`config.mk`:
```
export PLATFORM = sky130hd
export DESIGN_NAME = ram_fifo_ctrl_flat
export DESIGN_NICKNAME = d
export VERILOG_FILES = /design/src/rtl/ram_fifo_pkg.sv /design/src/rtl/ram_fifo_if.sv /design/src/rtl/ram_fifo_obuf.sv /design/src/rtl/ram_fifo_ctrl.sv /design/src/flat_wrapper.sv
export SDC_FILE = /design/constraint.sdc
export NUM_CORES = 1
export LEC_CHECK = 0
export CAP_MARGIN = 0
export CELL_PAD_IN_SITES_DETAIL_PLACEMENT = 0
export CELL_PAD_IN_SITES_GLOBAL_PLACEMENT = 1
export CORE_MARGIN = 4
export CORE_UTILIZATION = 41
export DETAILED_ROUTE_END_ITERATION = 16
export GPL_TIMING_DRIVEN = 0
export PLACE_DENSITY_LB_ADDON = 0.1
export SETUP_SLACK_MARGIN = 0.5
export SLEW_MARGIN = 10
export SYNTH_ARGS = -nofsm -noshare
export SYNTH_HDL_FRONTEND = slang
export SYNTH_SLANG_ARGS = --single-unit
```
`constraint.sdc`:
```
create_clock -name clk -period 7 [get_ports clk]
set_clock_uncertainty 0.05 [all_clocks]
set_input_delay 1.4 -clock clk [delete_from_list [all_inputs] [get_ports clk]]
set_output_delay 1.4 -clock clk [all_outputs]
set_load 0.01 [all_outputs]
```
`src/rtl/ram_fifo_pkg.sv`:
```
// Shared sizing for the RAM-backed stream FIFO.
// Holds default widths, the buffer depth and the occupancy-counter width helper.
package ram_fifo_pkg;

  localparam int unsigned DATA_W_DEF       = 16;
  localparam int unsigned ADDR_W_DEF       = 11;
  localparam int unsigned DEPTH_DEF        = 1 << ADDR_W_DEF;
  localparam int unsigned AFULL_THRESH_DEF = 2040;

  // Occupancy reaches DEPTH + 2, so one bit beyond the address width.
  function automatic int unsigned level_w(input int unsigned addr_w);
    return addr_w + 1;
  endfunction

endpackage

```
`src/rtl/ram_fifo_if.sv`:
```
// Stream, RAM-port and status bundle of the RAM FIFO controller.
// master: the controller (drives s_ready, m_*, ram_wr_*, ram_rd_addr, level, almost_full).
// slave : the parent side (drives s_data/s_valid, m_ready, ram_rd_data).
interface ram_fifo_if
  import ram_fifo_pkg::*;
#(
  parameter int unsigned DATA_W = DATA_W_DEF,
  parameter int unsigned ADDR_W = ADDR_W_DEF
);
  localparam int unsigned LVL_W = level_w(ADDR_W);

  logic [DATA_W-1:0] s_data;
  logic              s_valid;
  logic              s_ready;
  logic [DATA_W-1:0] m_data;
  logic              m_valid;
  logic              m_ready;
  logic [DATA_W-1:0] ram_wr_data;
  logic [ADDR_W-1:0] ram_wr_addr;
  logic              ram_wr_en;
  logic [ADDR_W-1:0] ram_rd_addr;
  logic [DATA_W-1:0] ram_rd_data;
  logic [LVL_W-1:0]  level;
  logic              almost_full;

  modport master (
    input  s_data, s_valid, m_ready, ram_rd_data,
    output s_ready, m_data, m_valid, ram_wr_data, ram_wr_addr, ram_wr_en,
           ram_rd_addr, level, almost_full
  );

  modport slave (
    output s_data, s_valid, m_ready, ram_rd_data,
    input  s_ready, m_data, m_valid, ram_wr_data, ram_wr_addr, ram_wr_en,
           ram_rd_addr, level, almost_full
  );

endinterface

```
`src/rtl/ram_fifo_obuf.sv`:
```
// Two-entry output skid buffer; entry 0 is always the head.
// Ports: clk, rst_n, clr_i (sync clear), push_i/push_data_i, pop_i, head_o, cnt_o.
module ram_fifo_obuf
  import ram_fifo_pkg::*;
#(
  parameter int unsigned DATA_W = DATA_W_DEF
) (
  input  logic              clk,
  input  logic              rst_n,
  input  logic              clr_i,
  input  logic              push_i,
  input  logic [DATA_W-1:0] push_data_i,
  input  logic              pop_i,
  output logic [DATA_W-1:0] head_o,
  output logic [1:0]        cnt_o
);

  logic [DATA_W-1:0] e0_q, e0_d, e1_q, e1_d;
  logic [1:0]        cnt_q, cnt_d;

  // Next-state: head only changes on pop or on a push into an empty buffer.
  always_comb begin
    e0_d  = e0_q;
    e1_d  = e1_q;
    cnt_d = cnt_q;
    if (clr_i) begin
      e0_d  = '0;
      e1_d  = '0;
      cnt_d = '0;
    end else begin
      case ({push_i, pop_i})
        2'b10: begin
          if (cnt_q == 2'd0) e0_d = push_data_i;
          else               e1_d = push_data_i;
          cnt_d = cnt_q + 2'd1;
        end
        2'b01: begin
          e0_d  = e1_q;
          cnt_d = cnt_q - 2'd1;
        end
        2'b11: begin
          if (cnt_q == 2'd1) begin
            e0_d = push_data_i;
          end else begin
            e0_d = e1_q;
            e1_d = push_data_i;
          end
        end
        default: ;
      endcase
    end
  end

  always_ff @(posedge clk or negedge rst_n) begin
    if (!rst_n) begin
      e0_q  <= '0;
      e1_q  <= '0;
      cnt_q <= '0;
    end else begin
      e0_q  <= e0_d;
      e1_q  <= e1_d;
      cnt_q <= cnt_d;
    end
  end

  assign head_o = e0_q;
  assign cnt_o  = cnt_q;

endmodule

```
`src/rtl/ram_fifo_ctrl.sv`:
```
// Valid/ready FIFO controller around a simple-dual-port RAM with a 1-cycle read.
// Words are prefetched into a 2-entry output buffer for first-word-fall-through.
// Ports: clk, rst_n (async, active low), flush (sync clear), bus (ram_fifo_if.master).
module ram_fifo_ctrl
  import ram_fifo_pkg::*;
#(
  parameter int unsigned DATA_W       = DATA_W_DEF,
  parameter int unsigned ADDR_W       = ADDR_W_DEF,
  parameter int unsigned AFULL_THRESH = AFULL_THRESH_DEF
) (
  input  logic       clk,
  input  logic       rst_n,
  input  logic       flush,
  ram_fifo_if.master bus
);

  localparam int unsigned DEPTH = 1 << ADDR_W;
  localparam int unsigned CNT_W = ADDR_W + 1;
  localparam int unsigned LVL_W = level_w(ADDR_W);

  logic [ADDR_W-1:0] wr_ptr_q, wr_ptr_d, rd_ptr_q, rd_ptr_d;
  logic [CNT_W-1:0]  ram_cnt_q, ram_cnt_d;
  logic              rd_inflight_q, rd_inflight_d;
  logic [LVL_W-1:0]  level_q, level_d;
  logic              almost_full_q;
  logic [1:0]        buf_cnt, buf_cnt_d;
  logic [DATA_W-1:0] head;
  logic              s_ready_c, wr_c, pop_c, issue_c, push_c;

  // Handshakes; issue only while buffer slots (counting a same-cycle pop) outnumber pending words.
  always_comb begin
    s_ready_c = (ram_cnt_q != CNT_W'(DEPTH)) && !flush;
    wr_c      = bus.s_valid && s_ready_c;
    pop_c     = (buf_cnt != 2'd0) && bus.m_ready && !flush;
    push_c    = rd_inflight_q && !flush;
    issue_c   = (ram_cnt_q != '0) && !flush &&
                ((3'(buf_cnt) + 3'(rd_inflight_q)) < (3'd2 + 3'(pop_c)));
  end

  // Next-state of pointers and counts; flush wins over all traffic.
  always_comb begin
    wr_ptr_d      = wr_ptr_q;
    rd_ptr_d      = rd_ptr_q;
    ram_cnt_d     = ram_cnt_q;
    rd_inflight_d = 1'b0;
    buf_cnt_d     = buf_cnt;
    if (flush) begin
      wr_ptr_d  = '0;
      rd_ptr_d  = '0;
      ram_cnt_d = '0;
      buf_cnt_d = '0;
    end else begin
      if (wr_c)    wr_ptr_d = wr_ptr_q + ADDR_W'(1);
      if (issue_c) rd_ptr_d = rd_ptr_q + ADDR_W'(1);
      ram_cnt_d     = ram_cnt_q + CNT_W'(wr_c) - CNT_W'(issue_c);
      rd_inflight_d = issue_c;
      buf_cnt_d     = buf_cnt + 2'(push_c) - 2'(pop_c);
    end
    level_d = LVL_W'(ram_cnt_d) + LVL_W'(rd_inflight_d) + LVL_W'(buf_cnt_d);
  end

  always_ff @(posedge clk or negedge rst_n) begin
    if (!rst_n) begin
      wr_ptr_q      <= '0;
      rd_ptr_q      <= '0;
      ram_cnt_q     <= '0;
      rd_inflight_q <= 1'b0;
      level_q       <= '0;
      almost_full_q <= 1'b0;
    end else begin
      wr_ptr_q      <= wr_ptr_d;
      rd_ptr_q      <= rd_ptr_d;
      ram_cnt_q     <= ram_cnt_d;
      rd_inflight_q <= rd_inflight_d;
      level_q       <= level_d;
      almost_full_q <= (level_d >= LVL_W'(AFULL_THRESH));
    end
  end

  ram_fifo_obuf #(.DATA_W(DATA_W)) u_obuf (
    .clk         (clk),
    .rst_n       (rst_n),
    .clr_i       (flush),
    .push_i      (push_c),
    .push_data_i (bus.ram_rd_data),
    .pop_i       (pop_c),
    .head_o      (head),
    .cnt_o       (buf_cnt)
  );

  assign bus.s_ready     = s_ready_c;
  assign bus.ram_wr_en   = wr_c;
  assign bus.ram_wr_addr = wr_ptr_q;
  assign bus.ram_wr_data = bus.s_data;
  assign bus.ram_rd_addr = rd_ptr_q;
  assign bus.m_valid     = (buf_cnt != 2'd0);
  assign bus.m_data      = head;
  assign bus.level       = level_q;
  assign bus.almost_full = almost_full_q;

endmodule

```
`src/flat_wrapper.sv`:
```
// flat-port wrapper written by rule: the top's interface ports become plain ports
module ram_fifo_ctrl_flat import ram_fifo_pkg::*;
#(
  parameter int unsigned DATA_W       = DATA_W_DEF,
  parameter int unsigned ADDR_W       = ADDR_W_DEF,
  parameter int unsigned AFULL_THRESH = AFULL_THRESH_DEF
)
  (clk, rst_n, flush, bus_s_data, bus_s_valid, bus_m_ready, bus_ram_rd_data, bus_s_ready, bus_m_data, bus_m_valid, bus_ram_wr_data, bus_ram_wr_addr, bus_ram_wr_en, bus_ram_rd_addr, bus_level, bus_almost_full);
  ram_fifo_if #(.DATA_W(DATA_W), .ADDR_W(ADDR_W)) bus_i ();
  input  logic clk;
  input  logic rst_n;
  input  logic flush;
  input wire logic [$bits(bus_i.s_data)-1:0] bus_s_data;
  input wire logic [$bits(bus_i.s_valid)-1:0] bus_s_valid;
  input wire logic [$bits(bus_i.m_ready)-1:0] bus_m_ready;
  input wire logic [$bits(bus_i.ram_rd_data)-1:0] bus_ram_rd_data;
  output wire logic [$bits(bus_i.s_ready)-1:0] bus_s_ready;
  output wire logic [$bits(bus_i.m_data)-1:0] bus_m_data;
  output wire logic [$bits(bus_i.m_valid)-1:0] bus_m_valid;
  output wire logic [$bits(bus_i.ram_wr_data)-1:0] bus_ram_wr_data;
  output wire logic [$bits(bus_i.ram_wr_addr)-1:0] bus_ram_wr_addr;
  output wire logic [$bits(bus_i.ram_wr_en)-1:0] bus_ram_wr_en;
  output wire logic [$bits(bus_i.ram_rd_addr)-1:0] bus_ram_rd_addr;
  output wire logic [$bits(bus_i.level)-1:0] bus_level;
  output wire logic [$bits(bus_i.almost_full)-1:0] bus_almost_full;
  assign bus_i.s_data = bus_s_data;
  assign bus_i.s_valid = bus_s_valid;
  assign bus_i.m_ready = bus_m_ready;
  assign bus_i.ram_rd_data = bus_ram_rd_data;
  assign bus_s_ready = bus_i.s_ready;
  assign bus_m_data = bus_i.m_data;
  assign bus_m_valid = bus_i.m_valid;
  assign bus_ram_wr_data = bus_i.ram_wr_data;
  assign bus_ram_wr_addr = bus_i.ram_wr_addr;
  assign bus_ram_wr_en = bus_i.ram_wr_en;
  assign bus_ram_rd_addr = bus_i.ram_rd_addr;
  assign bus_level = bus_i.level;
  assign bus_almost_full = bus_i.almost_full;
  ram_fifo_ctrl #(.DATA_W(DATA_W), .ADDR_W(ADDR_W), .AFULL_THRESH(AFULL_THRESH)) u_core (.clk(clk), .rst_n(rst_n), .flush(flush), .bus(bus_i));
endmodule
```
==> metrics.txt, run 1 <==
post-route cell area about 5900 um^2; DR WL/cell roughly 15 um; Post-route DRC 0; Sequential Power Share about a third; Unique masters post-synth 57; Clock transition at path regs ~0.08 ns; Post-Syn Instances 480; R2R setup slack between 1.5 and 2 ns; post-cts sizing count 0; critical path peak fanout 10; Sw Pwr approximately 800 uW; Nets about 650; Clk network pwr share 18.2%; Final period util 83.95%; number of global-route vias before repair about 3800; fin util between 50% and 60%; Hold Startpoint u_core.u_obuf.head_o[6]; synthesized area per cell ~9.5 um^2; most common cell after layout, fill and taps aside clkdlybuf4s50_1; Worst Hold End u_core.u_obuf.head_o[6]; FF-to-FF path depth 19; peak supply drop 0.1483 mV; Cell Chain, Critical Path clkdlybuf4s50_1 -> nor2_1 -> and2_1 -> inv_1 -> o21ai_0 -> nand3_1 -> inv_1 -> ha_1 -> inv_1 -> ha_1 -> fa_1 -> nand2b_1 -> fa_1 -> or3_1 -> o21bai_1 -> xnor2_1 -> and4bb_2 -> nand4_1 -> a21oi_1 -> a31o_1; drt first pass iters 7; CTS Sinks 82; Routed WL approximately 11 mm; most frequent cells in the layout 89 x clkdlybuf4s50_1, 82 x dfrtp_1, 65 x nand2_1; Synth async-reset ratio 100.0%; PortBufs 90; placed cell area approximately 5700 um^2; Die ar. between 10000 and 15000 um^2; Area Overhead vs Synth 28.54%; Syn Std Cell Area 4581 um^2; die width about 110 um; top_reg_cell synth dfrtp_1; vias approximately 3700; Clock Tree Root clkbuf_8; Worst setup EP type flop; critical path data required time between 7 and 8 ns; hold-fix buffers at CTS 0; Mapped Nets about 550; post-synthesis sequential area ratio between 40% and 50%; largest area contributor in the netlist dfrtp_1; maximum root-to-sink buffer count 2; number of synthesized flops with an enable pin 0; Max Cap Viol 0; H-tree lvl count 3; overall power 2.013 mW; Die Span Y 113.7 um; # placed instances about 710; worst-margin pin slew between 0.6 and 0.7 ns; Max Fclk 170.2 MHz; fraction of layout cells with a size suffix above 1 a little under a tenth; Rel. slew slack between 50 and 60%; CP Class primary input to flop; CP arrival 6.12 ns; first-pass GRT wire length about 18 mm; Period minus WS final just under 6 ns; reg-to-reg startpoint u_core.ram_cnt_q[6]; register bit total from synthesis around 80; Final Max Slew Viols 0; worst reg2reg endpoint u_core.bus.almost_full; number of antenna violations at the first check in global routing 0; Starting Density between 40% and 50%; Final ANT Viol Nets 0; worst-path cell with the longest stage delay clkdlybuf4s50_1; final hold vios 0; HPWL after DPL 8.058 mm; dominant cells by area after synthesis dfrtp_1 45%, ha_1 7.9%, nand2_1 5.3%; CTS tree built; status finished clean; Synth Warn # 0; Fin Setup TNS 0 ns; RSZ-0062 raised after global routing false; DRT iter0 DRCs around 110; Gate power share 50.3%; TritonCTS Buffers 9; CP dominant cell by count inv_1; gr usage total approximately 18%; Synth top area share 44.80%; switch share between 30% and 40%; leakage 2.650 nW; Hold Path Class flop to flop; max incr delay on CP 0.62 ns; fin cells 727; n_diodes 0; # rows 38; number of fill cells slightly above 1000; core area about 11000 um^2; largest net degree at the start of global routing 56; WHS Path Cells 2; Setup Fix Bufs, Post-CTS 0; grt ovf 0; clock latency on the worst-skew pair roughly 0.36 ns; Power Density between 300 and 400 nW/um^2; global placement routability congestion between 0.8 and 0.9; P_int about 1.2 mW; Vias/cell between 5 and 6; num ports about 110; CP Launch Type primary input; setup violators final 0
[power by group through the flow]
stage | combinational, mW | clock, mW | sequential [mW]
2_1_floorplan | 0.683 | 0 | 0.660
3_3_place_gp | 0.998 | 0 | 0.642
3_5_place_dp | 1.01 | 0 | 0.646
4_1_cts | 1.02 | 0.380 | 0.637
5_1_grt | 1.13 | 0.400 | 0.650
6_report | 1.01 | 0.366 | 0.635
[worst max-delay path: cells and delay by family]
family | cells | cell delay, ns
AND/OR/NAND/NOR | 7 | 1.54
adder cells (fa/ha/maj) | 4 | 1.48
buffers and inverters | 4 | 0.86
AO/OA/AOI/OAI | 4 | 0.60
XOR/XNOR | 1 | 0.24
[stage by stage]
stage,setup WS [ns],hold slack (ns)
final,1.124,0.4312
after floorplan,1.977,0.4511
after detailed placement,0.7272,0.4199
after CTS,1.077,0.4401
after global placement,0.7345,0.4120
after global routing,0.7167,0.4781
[final cells by class]
cell class,instances,area [um^2],area share [%]
Clock buffer,9,123.9,2.104
Timing Repair Buffer,91,925.9,15.72
Clock inverter,7,82.58,1.402
Buffer,30,181.4,3.081
Inverter,36,135.1,2.295
Multi-Input combinational cell,332,2212,37.57
Tap cell,140,175.2,2.975
Sequential cell,82,2052,34.85
[Yosys cell counts (all sizes together), types with 3 or more instances]
| library cell | count |
|---|---|
| a31oi | 5 |
| a21oi | 28 |
| xor2 | 16 |
| dfrtp | 82 |
| nor3b | 4 |
| nand3 | 8 |
| a22oi | 16 |
| o21ai | 33 |
| and3 | 11 |
| buf | 18 |
| nor2b | 6 |
| inv | 36 |
| nand2 | 65 |
| nand2b | 10 |
| clkbuf | 12 |
| xnor2 | 13 |
| nor2 | 40 |
| nand4 | 7 |
| nand3b | 4 |
| fa | 3 |
| ha | 29 |
[kinds of logic (layout without fill, tap and decap cells)]
| kind of cell | count (synthesis) | count (layout) | share of synthesized area [%] |
|---|---|---|---|
| adder cells (fa/ha/maj) | 32 | 32 | 9.233 |
| AO/OA/AOI/OAI | 102 | 102 | 14.59 |
| buffers and inverters | 66 | 173 | 6.911 |
| multiplexers | 3 | 3 | 0.7647 |
| AND/OR/NAND/NOR | 166 | 166 | 18.00 |
| XOR/XNOR | 29 | 29 | 5.709 |
| flip-flops | 82 | 82 | 44.80 |
[registers in the layout (all words and copies together), names as in the netlist, 2 cells and up]
signal / cells
u_core.u_obuf.cnt_o: 2
u_core.bus.ram_wr_addr: 11
u_core.bus.level: 12
u_core.u_obuf.e1_q: 16
u_core.bus.ram_rd_addr: 11
u_core.u_obuf.head_o: 16
u_core.ram_cnt_q: 12
[routing by layer]
metal / track usage (%) / share of wire [%]
met1: 23.61 / 45
met2: 28.78 / 48
met3: 3.873 / 5.5
met4: 4.567 / 1.0
met5: 0 / 0
[worst max-delay path by stage]
| stage | from | end | slack (ns) | depth (start not counted) |
|---|---|---|---|---|
| CTS | flush | u_core.bus.almost_full | 1.08 | 20 |
| detailed placement | flush | u_core.bus.almost_full | 0.73 | 20 |
| floorplan | flush | u_core.bus.almost_full | 1.98 | 19 |
| finish | flush | u_core.bus.almost_full | 1.12 | 20 |
| global route | flush | u_core.bus.level[11] | 0.72 | 21 |
| global placement | flush | u_core.bus.almost_full | 0.73 | 20 |
Note: power is estimated with default switching activity, not from simulation.
==> inputs of run 2 (changes only) <==
--- a/config.mk
+++ b/config.mk
@@ -9,7 +9,7 @@
 export CELL_PAD_IN_SITES_DETAIL_PLACEMENT = 0
 export CELL_PAD_IN_SITES_GLOBAL_PLACEMENT = 1
 export CORE_MARGIN = 4
-export CORE_UTILIZATION = 41
+export CORE_UTILIZATION = 34
 export DETAILED_ROUTE_END_ITERATION = 16
 export GPL_TIMING_DRIVEN = 0
 export PLACE_DENSITY_LB_ADDON = 0.1
==> constraint.sdc (replaced) <==
create_clock -name clk -period 5.3 [get_ports clk]
set_clock_uncertainty 0.05 [all_clocks]
set_input_delay 1.06 -clock clk [delete_from_list [all_inputs] [get_ports clk]]
set_output_delay 1.06 -clock clk [all_outputs]
set_load 0.01 [all_outputs]
==> run 2 against run 1 <==
  * Die area rose by 19%
  * First-iteration DRC count rose by 62%
  * Largest power group unchanged
  * Worst hold slack got worse by 0.0051 ns
  * Sequential share of layout area fell by 1.3 points
  * Non-clock buffer count rose by 5
  * Highest routed layer unchanged
  * Critical path depth fell by 1
  * Flip-flop and latch count did not move
  * Core utilization fell by 7.9 points
  * Clock-buffer cell count rose by 1
  * Clock power rose by 73%
==> metrics.txt, run 2 (synthesis gave the netlist of run 1 again) <==
Rel. slew slack 61.07% (+4.1 points); max incr delay on CP 0.48 ns (-0.14 ns); die width 124.1 um (+9.1%); core area 13240 um^2 (+22%); TritonCTS Buffers 9 (unchanged); Starting Density 34.59% (-7.5 points); CP dominant cell by count inv_1; Clock Tree Root clkbuf_16; fraction of layout cells with a size suffix above 1 12.50% (+3.3 points); CP Class primary input to flop; Hold Startpoint u_core.u_obuf.head_o[15]; number of global-route vias before repair 3526 (-6.9%); final hold vios 0 (unchanged); overall power 2.854 mW (+42%); Worst Hold End u_core.u_obuf.head_o[15]; worst-path cell with the longest stage delay fa_1; Area Overhead vs Synth 33.60%; number of fill cells 1330 (+30%); worst reg2reg endpoint u_core.bus.almost_full; Power Density 466.4 nW/um^2 (+36%); drt first pass iters 4 (-3); PortBufs 90 (unchanged); n_diodes 0 (unchanged); Worst setup EP type flop; num ports 107 (unchanged); HPWL after DPL 8.380 mm (+4.0%); FF-to-FF path depth 19 (unchanged); maximum root-to-sink buffer count 2 (unchanged); Hold Path Class flop to flop; critical path data required time 5.53 ns (-1.71 ns); reg-to-reg startpoint u_core.ram_cnt_q[7]; Clock transition at path regs 0.06 ns (-0.02 ns); Final Max Slew Viols 0 (unchanged); Die Span Y 124.1 um (+9.1%); placed cell area 5727 um^2 (+0.79%); # placed instances 747 (+5.1%); leakage 2.740 nW (+3.4%); WHS Path Cells 2 (unchanged); CTS Sinks 82 (unchanged); # rows 42 (+11%); peak supply drop 0.1973 mV (+33%); clock latency on the worst-skew pair 0.35 ns (about the same); Routed WL 11.11 mm (+3.5%); Max Cap Viol 0 (unchanged); worst-margin pin slew 0.5786 ns (-0.06533 ns); met1 wire length 5.323 mm (+9.3%); vias 3672 (+0.16%); DR WL/cell 14.47 um (-2.0%); CP arrival 4.84 ns (-1.28 ns); fin util 46.21% (-7.9 points); most common cell after layout, fill and taps aside clkdlybuf4s50_1; Vias/cell 4.781 (-5.2%); global placement routability congestion 0.7518 (-8.3%); grt ovf 0 (unchanged); largest net degree at the start of global routing 62 (+11%); fin cells 768 (+5.6%); hold-fix buffers at CTS 0 (unchanged); first-pass GRT wire length 17.66 mm (-3.7%); met2 wire length 5.003 mm (-3.1%); most frequent cells in the layout 88 x clkdlybuf4s50_1, 82 x dfrtp_1, 65 x nand2_1; H-tree lvl count 3 (unchanged); Post-route DRC 0 (unchanged); status finished clean; Nets 656 (+0.77%); Period minus WS final ~4.6 ns; RSZ-0062 raised after global routing true; post-route cell area 6120 um^2 (+3.9%); DRT iter0 DRCs 181 (+62%); Final period util between 80 and 90%; Cell Chain, Critical Path clkdlybuf4s50_1 -> and2_4 -> inv_2 -> o21ai_2 -> nand3_2 -> inv_1 -> ha_1 -> inv_1 -> ha_2 -> fa_1 -> nand2b_1 -> fa_2 -> or3_4 -> o21bai_1 -> xnor2_1 -> and4bb_2 -> nand4_1 -> a21oi_1 -> a31o_1; met3 routed WL 565 um (-4.4%); number of antenna violations at the first check in global routing 0 (unchanged); CTS tree built; setup violators final 0 (unchanged); CP Launch Type primary input; gr usage total 14.92% (-2.6 points); Max Fclk 217.0 MHz; critical path peak fanout 4 (-6); Final ANT Viol Nets 0 (unchanged); Top Layer Used met4; R2R setup slack 0.93 ns (-0.92 ns); Die ar. 15390 um^2 (+19%)
-- run 2: cell count changes in the layout (fill, tap and decap cells not counted), sizes merged --
cell and delta:
clkdlybuf4s15 +1, buf +6, inv -3, clkdlybuf4s50 -1, clkinv +2
-- run 2: worst max-delay path by stage --
stage / start / end / slack (ns) / cells past startpoint
4_1_cts: bus_m_ready / u_core.bus.almost_full / 0.56 / 19
6_report: bus_m_ready / u_core.bus.almost_full / 0.69 / 19
5_1_grt: bus_m_ready / u_core.bus.level[11] / 0.48 / 20
3_3_place_gp: flush / u_core.bus.level[10] / -0.60 / 18
3_5_place_dp: flush / u_core.bus.level[10] / -0.62 / 18
2_1_floorplan: flush / u_core.bus.almost_full / 0.62 / 19
-- run 2: layout make-up --
class	instances	area (um^2)	area share, %
buffer	30	182.7	2.985
clock buffer	10	229.0	3.742
clock inverter	6	65.06	1.063
inverter	36	135.1	2.208
multi-input combinational	332	2271	37.11
sequential	82	2052	33.53
tap	176	220.2	3.598
timing repair buffer	96	964.7	15.76
-- run 2: worst max-delay path, delay by kind of cell --
kind                       cells  cell delay (ns)
buffers and inverters          4             0.59
adders and majority gates      4             1.33
and+or+nand+nor                6             1.11
AOI/OAI and AO/OA              4             0.55
xor gates and xnor gates       1             0.22
-- run 2: timing repair --
item / 4_1_cts / 5_1_grt
hold endpoints to repair: 0 / 0
setup buffers: 3 / 2
pin swaps: 3 / 4
resized for setup: 12 / 10
setup endpoints to repair: 11 / 4
-- run 2: stage by stage --
stage	setup WS [ns]	TNS, ns	hold slack [ns]
floorplan	0.6172	0	0.4511
global placement	-0.5996	-3.952	0.4147
detailed placement	-0.6197	-3.005	0.4215
CTS	0.5563	0	0.4357
global route	0.4781	0	0.4541
finish	0.6925	0	0.4261
-- run 2: metal layers --
layer | vias up | global-route usage [%]
met2 | 89 | 22.23
li1 | 1833 | -
met5 | - | 0
met1 | 1737 | 21.17
met3 | 13 | 2.543
met4 | 0 | 6.776
-- run 2: power breakdown --
part | switching (mW) | total, mW | internal (mW)
logic | 0.749 | 1.38 | 0.633
clock network | 0.269 | 0.635 | 0.366
registers | 0.0711 | 0.838 | 0.767
total | 1.09 | 2.85 | 1.77
